===== src/rtl/frame_arbiter.sv =====
// Round-robin arbiter that serialises one requester at a time into start/stop frames.
// Optional auto readout after each frame: define FRAME_ARBITER_AUTO_READ_EN.
module frame_arbiter #(
    parameter int n    = 8,
    parameter int NREQ = 4,
    parameter int size = 1024
) (
    input  logic              clock,
    input  logic              reset,
    input  logic [NREQ-1:0]   req,
    input  logic [NREQ*n-1:0] req_data,
    input  logic [NREQ-1:0]   req_last,
    output logic [NREQ-1:0]   gnt,
    output logic [NREQ-1:0]   ack,
    output logic              start,
    output logic              stop,
    output logic [n-1:0]      datain,
    output logic              start_read,
    input  logic              buff_full,
    input  logic              buff_empty,
    output logic              abort,
    output logic              trunc,
    output logic              busy
);

    localparam int LW = (NREQ > 1) ? $clog2(NREQ) : 1;
    localparam int CW = $clog2(size + 1);

    typedef enum logic [1:0] {
        IDLE,
        XFER,
        READ,
        DRAIN
    } state_t;

`ifdef FRAME_ARBITER_AUTO_READ_EN
    localparam state_t END_ST = READ;
`else
    localparam state_t END_ST = IDLE;
`endif

    state_t            state_q, state_d;
    logic [NREQ-1:0]   gnt_q, gnt_d;
    logic [LW-1:0]     last_q, last_d;
    logic [CW-1:0]     count_q, count_d;
    logic [n-1:0]      datain_q, datain_d;
    logic              start_q, start_d;
    logic              stop_q, stop_d;
    logic              abort_q, abort_d;
    logic              trunc_q, trunc_d;
    logic [LW-1:0]     pick;
    logic              found;
    logic              fin;

    // Round-robin search upward from the slot after the last grant
    always_comb begin
        pick  = last_q;
        found = 1'b0;
        for (int i = 1; i <= NREQ; i++) begin
            if (!found && req[LW'((int'(last_q) + i) % NREQ)]) begin
                found = 1'b1;
                pick  = LW'((int'(last_q) + i) % NREQ);
            end
        end
    end

    assign fin = req_last[last_q] | (count_q == CW'(size - 1));

    // Next-state, bus word and handshake decode
    always_comb begin
        state_d  = state_q;
        gnt_d    = gnt_q;
        last_d   = last_q;
        count_d  = count_q;
        datain_d = datain_q;
        start_d  = 1'b0;
        stop_d   = 1'b0;
        abort_d  = 1'b0;
        trunc_d  = 1'b0;
        ack      = '0;
        unique case (state_q)
            IDLE: begin
                if (found) begin
                    gnt_d       = '0;
                    gnt_d[pick] = 1'b1;
                    last_d      = pick;
                    state_d     = XFER;
                end
            end
            XFER: begin
                if (!req[last_q]) begin
                    // Requester gave up mid-frame; close it with an empty stop word
                    gnt_d   = '0;
                    count_d = '0;
                    if (count_q != '0) begin
                        stop_d   = 1'b1;
                        datain_d = '0;
                        abort_d  = 1'b1;
                        state_d  = END_ST;
                    end else begin
                        state_d = IDLE;
                    end
                end else if (!buff_full) begin
                    ack[last_q] = 1'b1;
                    datain_d    = req_data[last_q*n +: n];
                    start_d     = (count_q == '0);
                    stop_d      = fin;
                    if (fin) begin
                        gnt_d   = '0;
                        count_d = '0;
                        trunc_d = ~req_last[last_q];
                        state_d = END_ST;
                    end else begin
                        count_d = count_q + CW'(1);
                    end
                end
            end
`ifdef FRAME_ARBITER_AUTO_READ_EN
            READ: begin
                state_d = DRAIN;
            end
            DRAIN: begin
                // Ignore buff_empty while the readout pulse is still on the bus
                if (!start_read && buff_empty) begin
                    state_d = IDLE;
                end
            end
`endif
            default: begin
                state_d = IDLE;
            end
        endcase
    end

    // State, grant pointer and registered bus outputs
    always_ff @(posedge clock or posedge reset) begin
        if (reset) begin
            state_q  <= IDLE;
            gnt_q    <= '0;
            last_q   <= LW'(NREQ - 1);
            count_q  <= '0;
            datain_q <= '0;
            start_q  <= 1'b0;
            stop_q   <= 1'b0;
            abort_q  <= 1'b0;
            trunc_q  <= 1'b0;
        end else begin
            state_q  <= state_d;
            gnt_q    <= gnt_d;
            last_q   <= last_d;
            count_q  <= count_d;
            datain_q <= datain_d;
            start_q  <= start_d;
            stop_q   <= stop_d;
            abort_q  <= abort_d;
            trunc_q  <= trunc_d;
        end
    end

`ifdef FRAME_ARBITER_AUTO_READ_EN
    logic rd_q, rd_d;

    assign rd_d = (state_q == READ);

    // One-cycle readout request after each frame end
    always_ff @(posedge clock or posedge reset) begin
        if (reset) begin
            rd_q <= 1'b0;
        end else begin
            rd_q <= rd_d;
        end
    end

    assign start_read = rd_q;
`else
    logic unused_buff_empty;

    assign unused_buff_empty = buff_empty;
    assign start_read        = 1'b0;
`endif

    assign gnt    = gnt_q;
    assign start  = start_q;
    assign stop   = stop_q;
    assign datain = datain_q;
    assign abort  = abort_q;
    assign trunc  = trunc_q;
    assign busy   = (state_q != IDLE);

endmodule


===== config.mk =====
export PLATFORM = sky130hd
export DESIGN_NAME = frame_arbiter
export DESIGN_NICKNAME = d
export VERILOG_FILES = /design/src/rtl/frame_arbiter.sv
export SDC_FILE = /design/constraint.sdc
export NUM_CORES = 1
export LEC_CHECK = 0
export ABC_AREA = 1
export BUFFER_PORTS_ARGS = -buffer_cell sky130_fd_sc_hd__buf_2
export CAP_MARGIN = 40
export CORE_MARGIN = 2
export CORE_UTILIZATION = 35
export CTS_CLUSTER_SIZE = 12
export DETAILED_ROUTE_END_ITERATION = 10
export PLACE_DENSITY = 0.62
export SLEW_MARGIN = 20
export SYNTH_ARGS = -nofsm -noshare
export SYNTH_HDL_FRONTEND = slang
export SYNTH_SLANG_ARGS = --single-unit

===== constraint.sdc =====
create_clock -name clock -period 7.2 [get_ports clock]
set_clock_uncertainty 0.15 [all_clocks]
set_input_delay 0.72 -clock clock [delete_from_list [all_inputs] [get_ports clock]]
set_output_delay 0.72 -clock clock [all_outputs]
set_load 0.02 [all_outputs]

### After elaboration in Yosys (flattened, before gate mapping)

Index checks and enable logic that the tools add are counted.
W data, S select, Z words.

| storage, ports and cells | value |
|---|---|
| bits in registers | 31 |
| input bits | 44 |
| output and inout bits | 22 |
| word-level logic and storage cells | 110 |

| operators by class | value |
|---|---|
| add/subtract/negate cells | 5 |
| order comparisons | 8 |
| eq/ne operators | 6 |
| shift operators | 1 |
| mux-type cells | 60 |
| bitwise operators | 2 |
| reductions and logical operators | 19 |

Operator list:

| cell | count |
|---|---|
| $mux W11 | 3 |
| $shiftx A32 B6 Y8 | 1 |
| $mux W1 | 29 |
| $mux W4 | 7 |
| $mux W8 | 3 |
| $lt A2 B4 Y1 const B | 4 |
| $mux W2 | 8 |
| $bmux W1 S2 | 6 |
| $add A11 B1 Y11 const B | 1 |
| $eq A11 B10 Y1 const B | 1 |
| $logic_not A11 Y1 | 1 |
| $reduce_bool A11 Y1 | 1 |
| $pmux W4 S2 | 1 |
| $lt A2 B3 Y1 const B | 2 |
| $ne A3 B3 Y1 const B | 2 |
| $reduce_and A3 Y1 | 2 |
| $reduce_bool A2 Y1 | 3 |
| $logic_and A1 B1 Y1 | 5 |
| $add A2 B1 Y2 const B | 2 |
| $add A2 B2 Y2 const B | 2 |
| $demux W1 S2 | 2 |
| $ge A2 B1 Y1 const B | 2 |
| $ne A2 B2 Y1 const B | 2 |
| $pmux W2 S2 | 1 |
| 7 further kinds | 10 |

### Longest topological paths before layout

| logic depth | value |
|---|---|
| depth in word-level cells | 20 |
| mapped depth | 14 |
| mapped depth without buffers | 12 |

### Least setup slack after synthesis

No wires, ideal clock.

| path | value |
|---|---|
| path kind | input to output |
| start | input req[0] |
| end | output ack[0] |
| arrival | 1683 ps |
| slack | 4647 ps |
| stages on the path | 8 |
| cell sequence | nand2_1 nand3_2 nand2_4 nand2_2 o21ai_4 nand2_4 buf_6 nor2_1 |

| between the ends | value |
|---|---|
| cells in the longest elaborated chain, start to end | 4 |

RTL lines:

| item | line | RTL |
|---|---|---|
| from (decl) | 10 | `input logic [NREQ-1:0] req,` |
| $bmux W1 S2 | 91 | `if (!req[last_q]) begin` |
| $mux W1 (not written as such) | 91 |  |
| $mux W4 | 91 |  |
| $mux W4 | 81 | `unique case (state_q)` |
| to (decl) | 14 | `output logic [NREQ-1:0] ack,` |

No other way between the ends. The select of a mux whose other input is x is not followed.

### Final worst setup path

| path | value |
|---|---|
| start | register last_q[0] |
| end | output ack[0] |

| between the ends | value |
|---|---|
| cells in the longest elaborated chain, start to end | 7 |

RTL lines:

| item | line | RTL |
|---|---|---|
| from (decl) | 44 | `logic [LW-1:0] last_q, last_d;` |
| from (signal assigned) | 140 | `last_q <= LW'(NREQ - 1);` |
| from (signal assigned) | 150 | `last_q <= last_d;` |
| $lt A2 B3 Y1 (not written as such) / $ge A2 B1 Y1 (equally long branches) | 104 | `ack[last_q] = 1'b1;` |
| $logic_and A1 B1 Y1 (not written as such) | 104 |  |
| $mux W1 (not written as such) | 104 |  |
| $demux W1 S2 | 104 |  |
| $mux W4 | 103 | `end else if (!buff_full) begin` |
| $mux W4 (*) | 91 |  |
| $mux W4 (*) | 81 |  |

Mark *: on every way between the ends. The rest lies on a longest branch, timed or not. The select of a mux whose other input is x is not followed.

==> out/results.ini <==
[clocking]
cts_buffers=5
cts_buffer_depth=2
hold_buffers=0
cts_root_buffer=clkbuf_8
post_cts_resize_count=0
path_clk_slew_ps=70
cts_tree=done
clk_latency_ps=290
cts-htree-levels=2
cts.sinks=30
cts_setup_buffers=0

[placed_design]
hpwl_mm=3.81
portBuffers=63
gp_congestion=0.878
placedCellCount=424

[status]
status=finished, final reports clean

[finish]
nets=406
diodes=0
area_growth_pct=20.9
drive_gt1_share_pct=28.6
finalNonFillerCells=432

[critical_path]
crit_arrival_ps=2790
worst-setup-path-type=reg2out
worst_ep_required_time_ps=6330
end_kind=primary output
start_kind=register
cp_max_fo=31

[synthesis]
synthTopCellsByCount=nand2_1, nand3_1, dfrtp_1
synth_warnings=0
async_flop_share_pct=100
syn_inst=295
synth_edf_count=0
ys.flop_type=dfrtp_1
synth_seq_area_share_pct=35.5
synth_top_area_cell=dfrtp_1
synth-seq-cells=30
synth.distinct_cells=30
synth_area_leaders=dfrtp_1, nand2_1, nand3_1, inv_1, a32o_1
syn-num-nets=345
yosysMostFrequentCell=nand2_1
synthesis.area_um2=2120
yosysTopAreaCellShare_pct=33.1
avgSynthCellArea_um2=7.18

[drt]
vias=2086
wl_per_cell_um=11.9
dr.pass1.iters=4
drt_iter0_drc=110
drc=0
postRouteAntennaNets=0
viasPerCell=4.83
drt-total-wl_mm=5.13

[power]
ir_drop_v=0.000233
p_total_mw=1.12
p_per_area_nw_per_um2=437
leakage_nw=1.35

[timing]
rsz0062_at_grt=false
final_hold_viol_count=0
period_share_pct=50.8
final-setup-viol-count=0
whs_ps=330
max_freq_mhz=273
fin_crit_ps=3660
slew_viol_final=0
tightest_slew_ps=574
relSlewSlack_pct=61.7
tns_ps=0

[floorplan]
start_util_pct=36.0
dieWidth_um=81.8
io_pins=66
placementRows=28
core-area_um2=5890
dieArea_um2=6690
die-height_um=81.8

[global_route]
grt_pass1_wl_mm=8.22
grt-ovfl-total=0
antenna_found_initial=0
grt_pass1_vias=1791
grt_max_degree=32
grt_use_total_pct=16.1

[job]
maxCapViolCount=0

[worst_hold_path]
hp-class=reg2reg

[through the flow]
step	setup WS (ps)	area, um2	util, %
after floorplan	4650	2120	-
after global placement	3890	2470	41.9
after detailed placement	3860	2470	41.9
after CTS	3530	2560	43.5
after global routing	3330	2560	43.5
final	3540	2560	43.5
[critical path, stage by stage, from the launching register on]
cell and delay, ps:
dfstp_2 900, inv_2 360, nand2_1 210, nand3_2 100
nand2_4 150, nand2_2 90, o21ai_4 170, nand2_4 210
nor2_1 120, buf_2 170
[cells by family after synthesis]
group / count (synthesis) / share of synthesized area, %
compound gates: 38 / 11.4
simple gates: 178 / 39.8
flops: 30 / 35.5
other cells: 1 / 0.177
fa+ha+maj: 6 / 3.54
xor+xnor: 2 / 0.827
buf+inv: 40 / 8.68
[power by group]
group	leakage, nW	switching [mW]	internal, mW	total, mW
Clock	0.0472	0.0640	0.0766	0.141
Sequential	0.393	0.0593	0.226	0.285
Combinational	0.905	0.468	0.225	0.693
Total	1.35	0.591	0.528	1.12
[area by class of cell]
type / instances / area [um2]
clock buffer: 6 / 82.6
clock inverter: 2 / 12.5
fill: 622 / 3320
inverter: 30 / 115
multi-input combinational: 225 / 1180
sequential: 30 / 753
tap: 75 / 93.8
timing repair buffer: 64 / 323
[placed cells by master (no fill, tap or decap), types with 6 or more instances in the layout]
cell and instances:
o21ai_0 9, a32o_1 8, inv_1 24, nand3_1 29
nor3_1 8, nand2_2 9, nand4_1 7, dfrtp_1 28
ha_1 6, a21oi_1 15, nand2_1 91, nor2_1 21
buf_2 63, clkbuf_8 6
[layer usage]
metal	up-vias	global-route usage (%)	routed length (um)
li1	1094	-	-
met1	921	20.9	2420
met2	66	25.2	2200
met3	5	4.84	425
met4	0	6.00	85
met5	-	0	0
[final timing paths]
check	from	to	slack, ps	cells past startpoint
hold reg to reg	datain[3]	datain[3]	330	2
max in group asynchronous	reset	last_q[1]	6230	3
hold / removal	datain[3]	datain[3]	330	2
setup / recovery	last_q[0]	ack[0]	3540	9
min in group asynchronous	reset	datain[5]	360	3
setup reg to reg	last_q[0]	gnt[0]	4250	11
[registers in the layout (all words and copies together), names as in the netlist]
signal and count:
count_q 11, datain 8, gnt 4, last_q 2, abort 1, start 1, state_q 1, stop 1
trunc 1
Note: power is estimated with default switching activity, not from simulation.
